File: src/rtl/alarma_multicanal.sv
// Multi-channel alarm clock: BCD time compare per channel, edge-triggered pending
// requests served lowest-index first. Snooze support is built only when ALARMA_SNOOZE_EN is defined.
module alarma_multicanal #(
    parameter int N_ALARMAS    = 4,
    parameter int DURACION_SEG = 60,
    parameter int SNOOZE_SEG   = 300,
    localparam int CW          = (N_ALARMAS > 1) ? $clog2(N_ALARMAS) : 1
) (
    input  logic                   reloj1,
    input  logic                   apagado,
    input  logic [15:0]            hora,
    input  logic [16*N_ALARMAS-1:0] alarmas,
    input  logic [N_ALARMAS-1:0]   habilitar,
    input  logic                   tick_seg,
    input  logic                   detener,
    input  logic                   posponer,
    output logic                   alam,
    output logic [CW-1:0]          canal,
    output logic                   pospuesta
);

    typedef enum logic [1:0] {
        REPOSO    = 2'd0,
        SONANDO   = 2'd1,
        POSPUESTA = 2'd2
    } estado_t;

    localparam logic [9:0] DUR_C = 10'(DURACION_SEG);
    localparam logic [9:0] SNZ_C = 10'(SNOOZE_SEG);

    estado_t                estado_q, estado_d;
    logic [9:0]             cnt_q, cnt_d;
    logic [CW-1:0]          canal_q, canal_d;
    logic [N_ALARMAS-1:0]   pend_q, pend_d;
    logic [N_ALARMAS-1:0]   match_prev_q, match_prev_d;
    logic                   alam_q, alam_d;
    logic                   posp_q, posp_d;

    logic [N_ALARMAS-1:0]   match;
    logic [N_ALARMAS-1:0]   trig;
    logic [N_ALARMAS-1:0]   pend_all;
    logic [N_ALARMAS-1:0]   sel_oh;
    logic [CW-1:0]          sel;
    logic                   snooze_req;

`ifdef ALARMA_SNOOZE_EN
    assign snooze_req = posponer;
`else
    logic unused_posponer;
    assign unused_posponer = posponer;
    assign snooze_req      = 1'b0;
`endif

    always_comb begin
        for (int i = 0; i < N_ALARMAS; i++) begin
            match[i] = (alarmas[16*i +: 16] == hora);
        end
        match_prev_d = match;
        trig         = habilitar & match & ~match_prev_q;
        // Disabling a channel also withdraws any request it already queued.
        pend_all     = (pend_q | trig) & habilitar;
        sel_oh       = pend_all & (~pend_all + 1'b1);
        sel          = '0;
        for (int i = N_ALARMAS - 1; i >= 0; i--) begin
            if (pend_all[i]) sel = CW'(i);
        end
    end

    always_comb begin
        estado_d = estado_q;
        cnt_d    = cnt_q;
        canal_d  = canal_q;
        pend_d   = pend_all;
        case (estado_q)
            REPOSO: begin
                if (|pend_all) begin
                    estado_d = SONANDO;
                    canal_d  = sel;
                    cnt_d    = DUR_C;
                    pend_d   = pend_all & ~sel_oh;
                end
            end
            SONANDO: begin
                if (detener) begin
                    estado_d = REPOSO;
                    cnt_d    = '0;
                end else if (snooze_req) begin
                    estado_d = POSPUESTA;
                    cnt_d    = SNZ_C;
                end else if (tick_seg) begin
                    if (cnt_q <= 10'd1) begin
                        estado_d = REPOSO;
                        cnt_d    = '0;
                    end else begin
                        cnt_d = cnt_q - 10'd1;
                    end
                end
            end
            POSPUESTA: begin
                if (detener) begin
                    estado_d = REPOSO;
                    cnt_d    = '0;
                end else if (tick_seg) begin
                    if (cnt_q <= 10'd1) begin
                        estado_d = SONANDO;
                        cnt_d    = DUR_C;
                    end else begin
                        cnt_d = cnt_q - 10'd1;
                    end
                end
            end
            default: begin
                estado_d = REPOSO;
                cnt_d    = '0;
            end
        endcase
        alam_d = (estado_d == SONANDO);
        posp_d = (estado_d == POSPUESTA);
    end

    // match_prev resets to ones so a time already matching at release is not an edge.
    always_ff @(posedge reloj1 or posedge apagado) begin
        if (apagado) begin
            estado_q     <= REPOSO;
            cnt_q        <= '0;
            canal_q      <= '0;
            pend_q       <= '0;
            match_prev_q <= '1;
            alam_q       <= 1'b0;
            posp_q       <= 1'b0;
        end else begin
            estado_q     <= estado_d;
            cnt_q        <= cnt_d;
            canal_q      <= canal_d;
            pend_q       <= pend_d;
            match_prev_q <= match_prev_d;
            alam_q       <= alam_d;
            posp_q       <= posp_d;
        end
    end

    assign alam      = alam_q;
    assign canal     = canal_q;
    assign pospuesta = posp_q;

endmodule

File: config.mk
export PLATFORM = sky130hd
export DESIGN_NAME = alarma_multicanal
export DESIGN_NICKNAME = d
export VERILOG_FILES = /design/src/rtl/alarma_multicanal.sv
export SDC_FILE = /design/constraint.sdc
export NUM_CORES = 1
export LEC_CHECK = 0
export CAP_MARGIN = 20
export CORE_MARGIN = 8
export CORE_UTILIZATION = 39
export DETAILED_ROUTE_END_ITERATION = 10
export PLACE_DENSITY = 0.79
export SLEW_MARGIN = 5
export SYNTH_ARGS = -nofsm -noshare
export SYNTH_HDL_FRONTEND = slang
export SYNTH_SLANG_ARGS = --single-unit
File: constraint.sdc
create_clock -name reloj1 -period 2.13 [get_ports reloj1]
set_input_delay 0.213 -clock reloj1 [delete_from_list [all_inputs] [get_ports reloj1]]
set_output_delay 0.213 -clock reloj1 [all_outputs]
set_load 0.1 [all_outputs]
Word level (Yosys, flattened, before mapping)
Cells that the tools add are included.
{"block": "totals", "inputBits": 89, "output_inout_bits": 4, "elab_cells": 56, "register_bits": 24}
{"block": "classes", "n_mux": 22, "n_reduce_logical": 4, "add_sub_neg": 2, "bitwise": 9, "order_cmp": 1, "n_eq_ne": 11}
{"operator": "two-way mux 10 bit", "n": 7}
{"operator": "equality test 16 bit", "n": 4}
{"operator": "case mux 10 bit (3 select lines)", "n": 1}
{"operator": "two-way mux 2 bit", "n": 11}
{"operator": "AND 4 bit", "n": 5}
{"operator": "inverter 4 bit", "n": 3}
{"operator": "less-or-equal comparator 10 x 1 -> 1 bit (second input constant)", "n": 1}
{"operator": "subtractor 10 x 1 -> 10 bit (second input constant)", "n": 1}
{"operator": "two-way mux 4 bit", "n": 2}
{"operator": "inequality test 3 bit (second input constant)", "n": 2}
{"operator": "case mux 2 bit (3 select lines)", "n": 1}
{"operator": "adder 4 x 1 -> 4 bit (second input constant)", "n": 1}
{"operator": "equality test 2 x 1 -> 1 bit (second input constant)", "n": 2}
{"operator": "equality test 2 bit (second input constant)", "n": 2}
{"operator": "bitwise OR 4 bit", "n": 1}
{"operator": "OR reduction 4 bit", "n": 1}
{"operator": "AND reduction 3 bit", "n": 1}
{"operator": "logical NOT 2 bit", "n": 1}
{"operator": "inequality test 2 bit (second input constant)", "n": 1}
{"operator": "AND reduction 2 bit", "n": 1}

Longest topological paths before layout
{"block": "depth", "depth_word": 12, "depth_mapped": 8, "mapped_depth_nobuf": 8}

Least setup slack after synthesis
OpenSTA, ideal clock, no wires.
{"block": "synth_path", "path_type": "register -> register", "start": "reg cnt_q[2]", "end": "reg cnt_q[6]", "required_ns": 2.003, "path_buffers": 1, "path_stages_with_launch": 8, "setup_ns": 0.127, "period_less_slack_ns": 1.995, "setup_slack_ns": 0.135, "arrival_time_ns": 1.869, "path_cell_list": "dfrtp_1 buf_6 or4_4 o311ai_4 nand2b_2 o31ai_2 a22oi_1 o21ai_1"}
{"block": "synth_between", "elab_chain_cells": 5}
{"element": "start: declaration", "line": "32", "source": "logic [9:0] cnt_q, cnt_d;"}
{"element": "start signal: assignment", "line": "133", "source": "cnt_q <= cnt_d;"}
{"element": "subtractor 10 x 1 -> 10 bit / less-or-equal comparator 10 x 1 -> 1 bit (equally long branches)"}
{"element": "two-way mux 10 bit (on tied branches)", "line": "104, 91"}
{"element": "two-way mux 10 bit (on tied branches)", "line": "103, 90"}
{"element": "two-way mux 10 bit (on tied branches)", "line": "100, 84"}
{"element": "case mux 10 bit (3 select lines) *", "line": "74", "source": "case (estado_q)"}
Mark *: on every way between the ends. The rest lies on a longest branch, timed or not. The select of a mux whose other input is x is not followed.
A chain may end at the register's enable or synchronous reset.

Final worst setup path
{"block": "layout_path", "start": "in hora[2]", "end": "reg cnt_q[7]"}
{"block": "layout_between", "elab_chain_cells": 8}
{"element": "start: declaration", "line": "11", "source": "input logic [15:0] hora,"}
{"element": "equality test 16 bit", "line": "56", "source": "match[i] = (alarmas[16*i +: 16] == hora);"}
{"element": "via match[0]", "line": "39", "source": "logic [N_ALARMAS-1:0] match;"}
{"element": "AND 4 bit (2 in a row)", "line": "59", "source": "trig = habilitar & match & ~match_prev_q;"}
{"element": "bitwise OR 4 bit", "line": "61", "source": "pend_all = (pend_q | trig) & habilitar;"}
{"element": "AND 4 bit", "line": "61"}
{"element": "OR reduction 4 bit", "line": "76", "source": "if (|pend_all) begin"}
{"element": "inequality test 2 bit (no line)"}
{"element": "AND reduction 3 bit (no line)"}
The timed path passes the listed nets, and every way through them passes these cells.

==> metrics.yaml <==
ff2ff_setup_slack_ps: 110
syn_inst: 243
design.final.nets: 433
crit_family: "buffers and inverters"
root_buffer: "clkbuf_8"
netlist-cell-type-count: 50
num_io_pins: 93
hold_class: "input port to async pin"
critPathSlowestCell: "clkdlybuf4s50_1"
yosys.area.top_type: "xnor2_1"
cts_sinks: 24
syn_nets: 334
p_per_area_mw_per_mm2: 367.3
tightest_slew_ps: 324.0
routabilityCongestion: 0.8591
antenna_left: 0
crit_buf_inv: 3
cpMostUsedCell: "buf_4"
synth_area_per_cell_um2: 8.810
status: "finished, final reports clean"
start_util_pct: 39.61
synth-seq-area-share_pct: 28.29
startpoint_type: "input port"
clk_pin_slew_ps: 90
numCtsBuffers: 3
dieArea_mm2: 0.008116
final_cells: 413
drive_above_1_share_pct: 14.66
period_needed_ps: 2054
die_x_um: 90.09
dp.cells: 409
worst_ep_required_time_ps: 2290
synth_area_leaders: "xnor2_1, dfrtp_1, dfstp_2, nand4_1, o21ai_0"
grt_max_degree: 25
maxSlewHeadroom_pct: 78.20
fin_crit_sh_pct: 96.42
critPathKind: "input port to flop"
endpoint_kind: "flop"
syn_area_mm2: 0.002141
synth-async-reset-ratio_pct: 100.0
drtIter0Drc: 118
areaGrowthSynthToFinish_pct: 53.95
dp_hpwl_um: 5468
grt_first_pass_wirelength_um: 10470
whs_ps: 288.7
ir_worst_vdd_uv: 295.2
rsz0062_at_grt: "false"
hold_viol_final: 0
synth_ff_type: "dfrtp_1"
cp_max_fo: 8
wl_per_cell_um: 15.19
yosysWarnings: 0
ys_top_cells_by_count: "xnor2_1, dfrtp_1, nand4_1"
postRouteWirelength_um: 6272
viasPerCell: 5.174
grt_usage_pct: 15.24
critPathArrivalTime_ps: 2210
diodes: 0
setup_viol: 0
fmax_mhz: 486.9
fin_skew_ps: 4.483
placementRows: 27
via_count: 2137
yosysTopAreaCellShare_pct: 26.59
worst_path_largest_cell_delay_ps: 600
htree_levels: 1
drcViolationCount: 0
clockBufferDepth: 2
drv_cap: 0
core_mm2: 0.005405
ys_seq_elements: 24
portBuffers: 91
fin_util_pct: 60.97
post_cts_buffers: 0
cts_tree: "built"
die_height_um: 90.09
grt_remaining_overflow: 0
grt_pass1_vias: 2254
synth-edff-count: 0
slew_viol_final: 0
clock_latency_ps: 270
first_pass_iters: 5
p_leak_nw: 1.196
crit_chain: "clkdlybuf4s50_1, xnor2_1, nand4_1, nor4_2, buf_4, a22oi_2, nand3_2, buf_4, o21ai_0"
synth_most_common_cell: "xnor2_1"
antenna_found_initial: 0
-- cell families (layout without fill, tap and decap cells) --
family	Yosys count	in the layout	share of synthesized area, %
buffers and inverters	25	123	4.909
flip-flops	24	24	28.29
AND/OR/NAND/NOR	70	70	18.70
XOR/XNOR	67	67	27.41
adder cells (fa/ha/maj)	2	2	1.169
AO/OA/AOI/OAI	55	55	19.52
-- final cells by class --
| class | instances | area (um^2) |
|---|---|---|
| Clock buffer | 3 | 41.29 |
| Clock inverter | 1 | 30.03 |
| Fill cell | 459 | 2110 |
| Inverter | 5 | 18.77 |
| Multi-Input combinational cell | 194 | 1436 |
| Sequential cell | 24 | 605.6 |
| Tap cell | 72 | 90.09 |
| Timing Repair Buffer | 114 | 1074 |
-- tightest hold or removal path, cell delays in order --
cell	delay, ps
clkdlybuf4s50_1	400
inv_1	50
buf_4	290
-- cells in the final DEF, fill, tap and decap left out, types with 3 or more instances in the layout --
cell type / netlist / routed
nor2b_1: 6 / 6
nand4_1: 16 / 16
inv_1: 5 / 5
a22oi_2: 4 / 4
clkbuf_8: 0 / 3
nand2_1: 12 / 12
clkdlybuf4s50_1: 0 / 87
o21ai_0: 12 / 12
nor2_1: 12 / 12
a21oi_1: 11 / 11
dfstp_2: 4 / 4
dfrtp_1: 20 / 20
nor3_1: 5 / 5
nor4_1: 4 / 3
o21ai_1: 3 / 3
o311a_1: 3 / 3
xnor2_1: 65 / 65
buf_4: 1 / 27
nand3_1: 4 / 4
-- flip-flops by register name (all words and copies together) (netlist names) --
signal,flops
estado_q,2
alam,1
canal,2
match_prev_q,4
cnt_q,10
pend_q,4
pospuesta,1
-- report_power, final --
group | total, W | switching, W | leakage, nW | internal [W]
logic | 0.000355 | 0.000123 | 0.860 | 0.000232
clock network | 0.000399 | 0.000147 | 0.0357 | 0.000251
registers | 0.000457 | 0.000000619 | 0.300 | 0.000456
total | 0.00121 | 0.000271 | 1.20 | 0.000940
-- metrics by stage --
stage / setup TNS [ps] / cell area, um^2 / setup slack [ps] / power (W)
finish: 0 / 3296 / 76.21 / 0.001211
global route: 0 / 3296 / 6.264 / 0.001270
CTS: 0 / 3289 / 47.16 / 0.001229
detailed placement: -2422 / 3218 / -243.0 / 0.0008216
global placement: -1928 / 3218 / -214.7 / 0.0008142
floorplan: 0 / 2141 / 134.8 / 0.0006285
-- per-layer routing --
layer | track usage [%] | share of wire, % | up-vias | wire length [um]
li1 | - | - | 1059 | -
met1 | 16.54 | 38 | 1003 | 2413
met2 | 28.40 | 53 | 65 | 3350
met3 | 3.824 | 6.9 | 10 | 431
met4 | 4.161 | 1.2 | 0 | 76
met5 | 0 | 0 | - | 0
-- path summary, 6_finish.rpt --
path	start	endpoint	depth (start not counted)
max	hora[2]	cnt_q[7]$_DFFE_PP0P_	9
min	apagado	pend_q[0]$_DFF_PP0_	3
max reg2reg	cnt_q[4]$_DFFE_PP0P_	cnt_q[2]$_DFFE_PP0P_	6
min reg2reg	canal[0]$_DFFE_PP0P_	canal[0]$_DFFE_PP0P_	1
max in group asynchronous	apagado	match_prev_q[1]$_DFF_PP1_	3
min in group reloj1	canal[0]$_DFFE_PP0P_	canal[0]$_DFFE_PP0P_	1
-- timing repair --
action / 4_1_cts / 5_1_grt
resized for setup: 0 / 1
hold buffers: 0 / 0
endpoints found under the setup margin: 0 / 5
No activity file was read; power rests on OpenSTA's default activity.
